===== config.mk =====
export PLATFORM = sky130hd
export DESIGN_NAME = reg_write_arbiter
export DESIGN_NICKNAME = d
export VERILOG_FILES = /design/src/rtl/reg_write_arbiter_pkg.sv /design/src/rtl/reg_write_arbiter_rr_arbiter.sv /design/src/rtl/reg_write_arbiter.sv
export SDC_FILE = /design/constraint.sdc
export NUM_CORES = 1
export LEC_CHECK = 0
export BUFFER_PORTS_ARGS = -buffer_cell sky130_fd_sc_hd__buf_2
export CORE_ASPECT_RATIO = 0.9
export CORE_MARGIN = 5
export CORE_UTILIZATION = 50
export CTS_CLUSTER_DIAMETER = 50
export DETAILED_ROUTE_END_ITERATION = 7
export GPL_TIMING_DRIVEN = 1
export PLACE_DENSITY = 0.78
export SLEW_MARGIN = 20
export SYNTH_ARGS = -nofsm -noshare
export SYNTH_HDL_FRONTEND = slang
export SYNTH_SLANG_ARGS = --single-unit

===== constraint.sdc =====
create_clock -name clk -period 3.99 [get_ports clk]
set_clock_uncertainty 0.15 [all_clocks]
set_input_delay 0.5985 -clock clk [delete_from_list [all_inputs] [get_ports clk]]
set_output_delay 0.5985 -clock clk [all_outputs]
set_load 0.01 [all_outputs]

===== src/rtl/reg_write_arbiter_pkg.sv =====
// reg_write_arbiter_pkg: shared constants for the register-file write arbiter.
// Holds requester indices, the default writable-address limit and the
// round-robin pointer helper used when REG_ARB_ROUND_ROBIN_EN is defined.
package reg_write_arbiter_pkg;

   // Width of a requester index (pointer, grant index, reject_id).
   localparam int REQ_IDX_W = 2;

   // Requester identities, in fixed-priority order (lowest index wins).
   typedef enum logic [REQ_IDX_W-1:0] {
      REQ_EXEC = 2'd0,
      REQ_LOAD = 2'd1,
      REQ_INT  = 2'd2
   } req_id_e;

   // Highest writable register address; anything above is read-only.
   localparam logic [5:0] RW_LAST_DEFAULT = 6'h1f;

   // Pointer value after a grant to idx: one past it, wrapping at num_req.
   function automatic logic [REQ_IDX_W-1:0] next_ptr(input logic [REQ_IDX_W-1:0] idx,
                                                     input int num_req);
      if (int'(idx) >= num_req - 1) begin
         return '0;
      end
      return idx + 1'b1;
   endfunction

endpackage


===== src/rtl/reg_write_arbiter_rr_arbiter.sv =====
// rr_arbiter: combinational one-hot grant over a request vector.
// REG_ARB_ROUND_ROBIN_EN defined: search starts at i_ptr and wraps upward.
// Otherwise: fixed priority, lowest index wins, i_ptr is ignored.
module rr_arbiter
   import reg_write_arbiter_pkg::*;
#(
   parameter int NUM_REQ = 3
) (
   input  logic [NUM_REQ-1:0]   i_req,
   input  logic [REQ_IDX_W-1:0] i_ptr,
   output logic [NUM_REQ-1:0]   o_grant
);

`ifdef REG_ARB_ROUND_ROBIN_EN
   // Walk priority ranks starting at the pointer; first requesting slot wins.
   always_comb begin
      logic w_found;
      int   w_pos;
      o_grant = '0;
      w_found = 1'b0;
      w_pos   = 0;
      for (int off = 0; off < NUM_REQ; off++) begin
         w_pos = int'(i_ptr) + off;
         if (w_pos >= NUM_REQ) begin
            w_pos = w_pos - NUM_REQ;
         end
         for (int i = 0; i < NUM_REQ; i++) begin
            if (!w_found && i_req[i] && (w_pos == i)) begin
               o_grant[i] = 1'b1;
               w_found    = 1'b1;
            end
         end
      end
   end
`else
   // The pointer has no meaning under fixed priority.
   logic w_unused_ptr;
   assign w_unused_ptr = ^i_ptr;

   // Lowest requesting index wins.
   always_comb begin
      logic w_found;
      o_grant = '0;
      w_found = 1'b0;
      for (int i = 0; i < NUM_REQ; i++) begin
         if (!w_found && i_req[i]) begin
            o_grant[i] = 1'b1;
            w_found    = 1'b1;
         end
      end
   end
`endif

endmodule


===== src/rtl/reg_write_arbiter.sv =====
// reg_write_arbiter: shares the register file's single write port between
// the execute stage, the load unit and the interrupt context path.
// Each requester owns a one-entry slot; one slot drains per cycle into a
// registered write port. Writes above RW_LAST are dropped and flagged.
// Optional macro REG_ARB_ROUND_ROBIN_EN selects round-robin arbitration
// (default build: fixed priority, execute > load > interrupt).
module reg_write_arbiter
   import reg_write_arbiter_pkg::*;
#(
   parameter int                NUM_REQ = 3,
   parameter int                ADDR_W  = 6,
   parameter int                DATA_W  = 8,
   parameter logic [ADDR_W-1:0] RW_LAST = ADDR_W'(RW_LAST_DEFAULT)
) (
   input  logic                      clk,
   input  logic                      rst,
   input  logic [NUM_REQ-1:0]        req_valid,
   output logic [NUM_REQ-1:0]        req_ready,
   input  logic [NUM_REQ*ADDR_W-1:0] req_addr,
   input  logic [NUM_REQ*DATA_W-1:0] req_data,
   output logic                      w_enable,
   output logic [ADDR_W-1:0]         w_addr,
   output logic [DATA_W-1:0]         w_data,
   output logic                      reject,
   output logic [REQ_IDX_W-1:0]      reject_id,
   output logic                      busy
);

   // Holding slots
   logic [NUM_REQ-1:0] r_full;
   logic [ADDR_W-1:0]  r_slot_addr [NUM_REQ];
   logic [DATA_W-1:0]  r_slot_data [NUM_REQ];

   // Unpacked views of the request buses
   logic [ADDR_W-1:0]  w_in_addr [NUM_REQ];
   logic [DATA_W-1:0]  w_in_data [NUM_REQ];

   // Arbitration
   logic [REQ_IDX_W-1:0] w_ptr;
   logic [NUM_REQ-1:0]   w_grant;
   logic                 w_grant_any;
   logic [REQ_IDX_W-1:0] w_grant_idx;
   logic [ADDR_W-1:0]    w_sel_addr;
   logic [DATA_W-1:0]    w_sel_data;
   logic                 w_sel_ro;

   // Output registers
   logic                 r_w_enable;
   logic [ADDR_W-1:0]    r_w_addr;
   logic [DATA_W-1:0]    r_w_data;
   logic                 r_reject;
   logic [REQ_IDX_W-1:0] r_reject_id;

   for (genvar gi = 0; gi < NUM_REQ; gi++) begin : g_unpack
      assign w_in_addr[gi] = req_addr[gi*ADDR_W +: ADDR_W];
      assign w_in_data[gi] = req_data[gi*DATA_W +: DATA_W];
   end

   // A slot being drained this cycle can take a new entry on the same edge.
   // Ready depends only on state, never on req_valid.
   assign req_ready = ~r_full | w_grant;
   assign busy      = |r_full;

`ifdef REG_ARB_ROUND_ROBIN_EN
   logic [REQ_IDX_W-1:0] r_ptr;
   assign w_ptr = r_ptr;

   // Pointer moves one past the winner after every grant, holds otherwise.
   always_ff @(posedge clk or negedge rst) begin
      if (!rst) begin
         r_ptr <= '0;
      end else if (w_grant_any) begin
         r_ptr <= next_ptr(w_grant_idx, NUM_REQ);
      end
   end
`else
   assign w_ptr = '0;
`endif

   rr_arbiter #(
      .NUM_REQ (NUM_REQ)
   ) u_arb (
      .i_req   (r_full),
      .i_ptr   (w_ptr),
      .o_grant (w_grant)
   );

   // Encode the one-hot grant and mux out the winning slot's contents.
   always_comb begin
      w_grant_any = |w_grant;
      w_grant_idx = '0;
      w_sel_addr  = '0;
      w_sel_data  = '0;
      for (int i = 0; i < NUM_REQ; i++) begin
         if (w_grant[i]) begin
            w_grant_idx = REQ_IDX_W'(i);
            w_sel_addr  = r_slot_addr[i];
            w_sel_data  = r_slot_data[i];
         end
      end
      w_sel_ro = (w_sel_addr > RW_LAST);
   end

   // Slots capture on handshake, otherwise empty when their entry wins.
   always_ff @(posedge clk or negedge rst) begin
      if (!rst) begin
         r_full <= '0;
         for (int i = 0; i < NUM_REQ; i++) begin
            r_slot_addr[i] <= '0;
            r_slot_data[i] <= '0;
         end
      end else begin
         for (int i = 0; i < NUM_REQ; i++) begin
            if (req_valid[i] && req_ready[i]) begin
               r_full[i]      <= 1'b1;
               r_slot_addr[i] <= w_in_addr[i];
               r_slot_data[i] <= w_in_data[i];
            end else if (w_grant[i]) begin
               r_full[i] <= 1'b0;
            end
         end
      end
   end

   // Register the granted entry as a write or, for read-only targets, a reject.
   always_ff @(posedge clk or negedge rst) begin
      if (!rst) begin
         r_w_enable  <= 1'b0;
         r_w_addr    <= '0;
         r_w_data    <= '0;
         r_reject    <= 1'b0;
         r_reject_id <= '0;
      end else begin
         r_w_enable <= 1'b0;
         r_reject   <= 1'b0;
         if (w_grant_any) begin
            if (w_sel_ro) begin
               r_reject    <= 1'b1;
               r_reject_id <= w_grant_idx;
            end else begin
               r_w_enable <= 1'b1;
               r_w_addr   <= w_sel_addr;
               r_w_data   <= w_sel_data;
            end
         end
      end
   end

   assign w_enable  = r_w_enable;
   assign w_addr    = r_w_addr;
   assign w_data    = r_w_data;
   assign reject    = r_reject;
   assign reject_id = r_reject_id;

endmodule


# Yosys cells after proc, flatten, opt, wreduce, memory -nomap -nowiden
# Index checks and enable logic that the tools add are counted.
dict set report word_totals {
  regBits 63
  input_bits 47
  out_inout_bits 22
  word_cells 54
}
dict set report classes {
  n_lt_le_gt_ge 1
  n_mux 22
  bitwise 3
  n_reduce_logical 14
}
# op n
set op_table {}
lappend op_table {{2-to-1 mux 8 bit} 3}
lappend op_table {{2-to-1 mux 6 bit} 3}
lappend op_table {{2-to-1 mux 1 bit} 15}
lappend op_table {{greater-than comparator 6 x 5 -> 1 bit (second input constant)} 1}
lappend op_table {{nonzero test 2 bit} 3}
lappend op_table {{OR reduction 3 bit} 2}
lappend op_table {{logical AND 1 bit} 5}
lappend op_table {{AND reduction 2 bit} 2}
lappend op_table {{inverter 3 bit} 1}
lappend op_table {{OR 3 bit} 1}
lappend op_table {{zero test 1 bit} 2}
lappend op_table {{2-to-1 mux 2 bit} 1}
lappend op_table {{inverter 1 bit} 1}

# Longest topological paths before layout
dict set report logic_depth {
  depth_word 11
  depth_mapped 5
  mapped_depth_nobuf 3
}

# Hierarchy
# From an unflattened synthesis, not the netlist that was laid out.
dict set report unflattened {
  hier_cells 196
  hier_area_um2 2751.4
}
# mod n_inst cells_per_inst area_per_inst_um2
set modules_own_cells {}
lappend modules_own_cells {reg_write_arbiter 1 193 2725.1}
lappend modules_own_cells {rr_arbiter 1 3 26.3}

# Worst setup path before layout
# No wires, ideal clock.
dict set report synth_timing {
  path_type {reg2out}
  startpoint {register r_full[0]}
  endpoint {output port busy}
  t_arrival_ns 1.177
  setup_slack_ns 2.065
  path_stages_with_launch 4
  cell_sequence {dfrtp_1 buf_2 buf_1 or3_1}
}
dict set report synth_between {
  elab_chain_len 1
}
# item line
set synth_lines {}
lappend synth_lines {{start: declaration} reg_write_arbiter.sv:30} ;# logic [NUM_REQ-1:0] r_full;
lappend synth_lines {{start signal: assignment} reg_write_arbiter.sv:107} ;# r_full <= '0;
lappend synth_lines {{start signal: indexed assignment} reg_write_arbiter.sv:115} ;# r_full[i] <= 1'b1;
lappend synth_lines {{start signal: indexed assignment} reg_write_arbiter.sv:119} ;# r_full[i] <= 1'b0;
lappend synth_lines {{OR reduction 3 bit} reg_write_arbiter.sv:62} ;# assign busy = |r_full;
lappend synth_lines {{end: declaration} reg_write_arbiter.sv:26} ;# output logic busy
# No other way between the ends.

# Worst setup path in the final report
dict set report layout_timing {
  startpoint {register r_full[1]}
  endpoint {register r_w_data[4], in the netlist w_data[4]}
}
dict set report layout_between {
  elab_chain_len 9
}
# item line
set layout_lines {}
lappend layout_lines {{logical AND 1 bit (*)} reg_write_arbiter_rr_arbiter.sv:46} ;# if (!w_found && i_req[i]) begin
lappend layout_lines {{2-to-1 mux 1 bit} reg_write_arbiter_rr_arbiter.sv:46}
lappend layout_lines {{zero test 1 bit} reg_write_arbiter_rr_arbiter.sv:46}
lappend layout_lines {{logical AND 1 bit} reg_write_arbiter_rr_arbiter.sv:46}
lappend layout_lines {{2-to-1 mux 1 bit} reg_write_arbiter_rr_arbiter.sv:46}
lappend layout_lines {{2-to-1 mux 6 bit} reg_write_arbiter.sv:95} ;# if (w_grant[i]) begin
lappend layout_lines {{greater-than comparator 6 x 5 -> 1 bit} reg_write_arbiter.sv:101} ;# w_sel_ro = (w_sel_addr > RW_LAST);
lappend layout_lines {{inverter 1 bit (no source line)} n/a}
lappend layout_lines {{AND reduction 2 bit (no source line)} n/a}
lappend layout_lines {{end signal: assignment} reg_write_arbiter.sv:143} ;# r_w_data <= w_sel_data;
lappend layout_lines {{end: declaration} reg_write_arbiter.sv:50} ;# logic [DATA_W-1:0] r_w_data;
# Every way passes the cells marked *; elsewhere a longest branch is shown, timed or not.
# A chain may end at the register's enable or synchronous reset.

==> flow_summary.ini <==
[place]
place_congestion = 0.7304
io_buffers = 67
dp_hpwl_mm = 3.921

[synthesis]
synthTopCellsByArea = dfrtp_1, mux2_2, a2bb2oi_1
synthArstFlopShare_pct = 100.0
synth_ff_type = dfrtp_1
synth_top_area_share_pct = 57.88
avgSynthCellArea_sq_um = 13.69
syn-num-nets = 246
yosys_warnings = 0
synth-edff-count = 0
synth_common_cells = dfrtp_1, mux2_2, a21oi_1
synth_seq_cells = 63
synth_area_sq_um = 2724
yosysTopAreaCell = dfrtp_1
ys_types = 24
synth_most_common_cell = dfrtp_1
synthesis.instances = 199
seq_area_frac_synth_pct = 57.88

[clock_network]
cts_resized = 0
clockBufferDepth = 2
cts_max_level = 3
hold_buffers = 0
cts_tree = yes
clock_sinks = 63
clock_latency_ps = 340
cts_buffers = 9
cts_setup_buffers = 0
root_buffer = clkbuf_8
clkTransAtPathRegs_ps = 70

[sta]
whs_ps = 209.3
layout_min_cycle_time_ps = 2477
rsz0062_at_grt = no
tightest_slew_ps = 901.5
finalSetupViolCount = 0
min_period_over_period_pct = 62.08
hold_viol = 0
fmax_ghz = 0.4037
slew_violations = 0
finalSetupTns_ps = 0
slew_headroom_pct = 39.90

[grt]
grt_pass1_wl_mm = 9.549
overflow = 0
grt_pass1_vias = 1937
antenna_found_initial = 0
grt_max_degree = 40
grtUsageTotal_pct = 18.37

[outcome]
outcome = completed

[cells_and_area]
antenna_cells = 0
synthToLayoutAreaGrowth_pct = 20.76
regArea_sq_um = 1577
multi_input_area_sq_um = 1047
fillCellCount = 422
fin_nets = 309
drive_gt1_share_pct = 49.44

[routing]
routedWlPerCell_um = 17.30
drc = 0
vias = 1804
drtIter0Drc = 73
vias_per_cell = 5.401
antenna_left = 0
routed_wl_mm = 5.779
first_pass_iters = 4

[flow_run]
drv_cap = 0

[pwr]
p_sw_share_pct = 25.34
intPower_uw = 1288
vdd_drop_max_mv = 0.2946
seqPwrFrac_pct = 48.3
power_density_nw_per_um2 = 524.6
combPwrFrac_pct = 16.7
switchingPower_uw = 437.3
power_frac_clock_pct = 35.0
leakagePower_uw = 0.001505

[worst_setup_path]
end_kind = register
r2r_slack_ps = 1510
path_buf_inv = 0
worstPathCellList = nor3b_2 > o31ai_4 > mux2_1
slowest_delay_ps = 930
reg2reg_from = r_full[1]
crit_path_max_fanout = 34
worstSetupStartpointType = register
reg2reg_depth = 3
required_ps = 4050
cp_top_family = flip-flops
critPathKind = register to register
cp_slowest_cell = dfrtp_1
cp.depth = 3
critPathArrivalTime_ps = 2540
reg2reg_to = w_data[4]

[floorplanning]
rows = 25
initial_core_util_pct = 51.53
dieWidth_um = 87.80
io_pins = 69
coreArea_sq_um = 5286
die-area_sq_um = 7026
die_h_um = 80.02

[hold_path]
hold_class = input port to asynchronous set/reset pin
registers in the layout, summed over array words and instances, names as in the netlist:
name and flops:
r_slot_data 24, r_slot_addr 18, w_data 8, w_addr 6
r_full 3, reject_id 2, reject 1, w_enable 1
per-layer routing:
layer	GRT usage, %	share of wire, %	up-vias
li1	-	-	838
met4	10.28	1.8	0
met3	5.470	7.1	13
met5	0	0	-
met2	26.58	47	65
met1	24.49	44	888
stage by stage:
step	utilization (%)	cells	total power, uW	instance area [sq um]	worst slack (ps)
after floorplan	-	199	1013	2724	2065
after global placement	57.92	318	1123	3062	1567
after detailed placement	57.92	318	1134	3062	1503
after CTS	62.22	334	1742	3289	1491
after global routing	62.22	334	1814	3289	1323
final	62.22	334	1726	3289	1513
cell type report:
class / instances / share of cell area, %
Tap cell: 67 / 2.549
Timing Repair Buffer: 68 / 10.42
Clock buffer: 14 / 5.858
Clock inverter: 2 / 1.065
Sequential cell: 63 / 47.93
Multi-Input combinational cell: 117 / 31.84
Inverter: 3 / 0.3423
power groups by stage:
stage | logic (uW) | clock network, uW | registers (uW)
final | 288 | 604 | 834
after global routing | 321 | 643 | 850
after CTS | 294 | 615 | 833
after detailed placement | 291 | 0 | 843
after global placement | 281 | 0 | 842
after floorplan | 182 | 0 | 831
cell families after synthesis:
logic type	Yosys count	share of synthesized area, %
other cells	1	0.1377
flops	63	57.88
buf+inv	19	3.674
simple gates	27	6.660
compound gates	34	8.912
mux	55	22.74
how the worst max path moves through the flow:
stage / slack (ps) / to / from
finish: 1510 / w_data[4] / r_full[1]
global placement: 1570 / w_addr[4] / r_full[1]
floorplan: 2060 / busy / r_full[0]
detailed placement: 1500 / w_addr[3] / r_full[1]
CTS: 1490 / w_data[4] / r_full[1]
global route: 1320 / w_addr[2] / r_full[1]
cell usage in the layout, fill, tap and decap left out:
cell type	synthesis	routed
buf_2	5	67
dfrtp_1	63	63
mux2_2	45	45
a21oi_1	16	16
clkbuf_8	0	14
nand3b_1	13	13
a2bb2oi_1	13	13
mux2_1	10	10
nand2_1	5	5
inv_1	3	3
nor2b_1	2	2
o21ai_0	2	2
and2_1	2	2
nand2b_1	2	2
o21ai_2	1	1
nor3b_2	1	1
o31ai_4	1	1
and3b_1	1	1
or3_1	1	1
a22o_1	1	1
conb_1	1	1
bufinv_16	0	1
clkinv_2	0	1
buf_4	2	1
(Power assumes the default switching activity.)
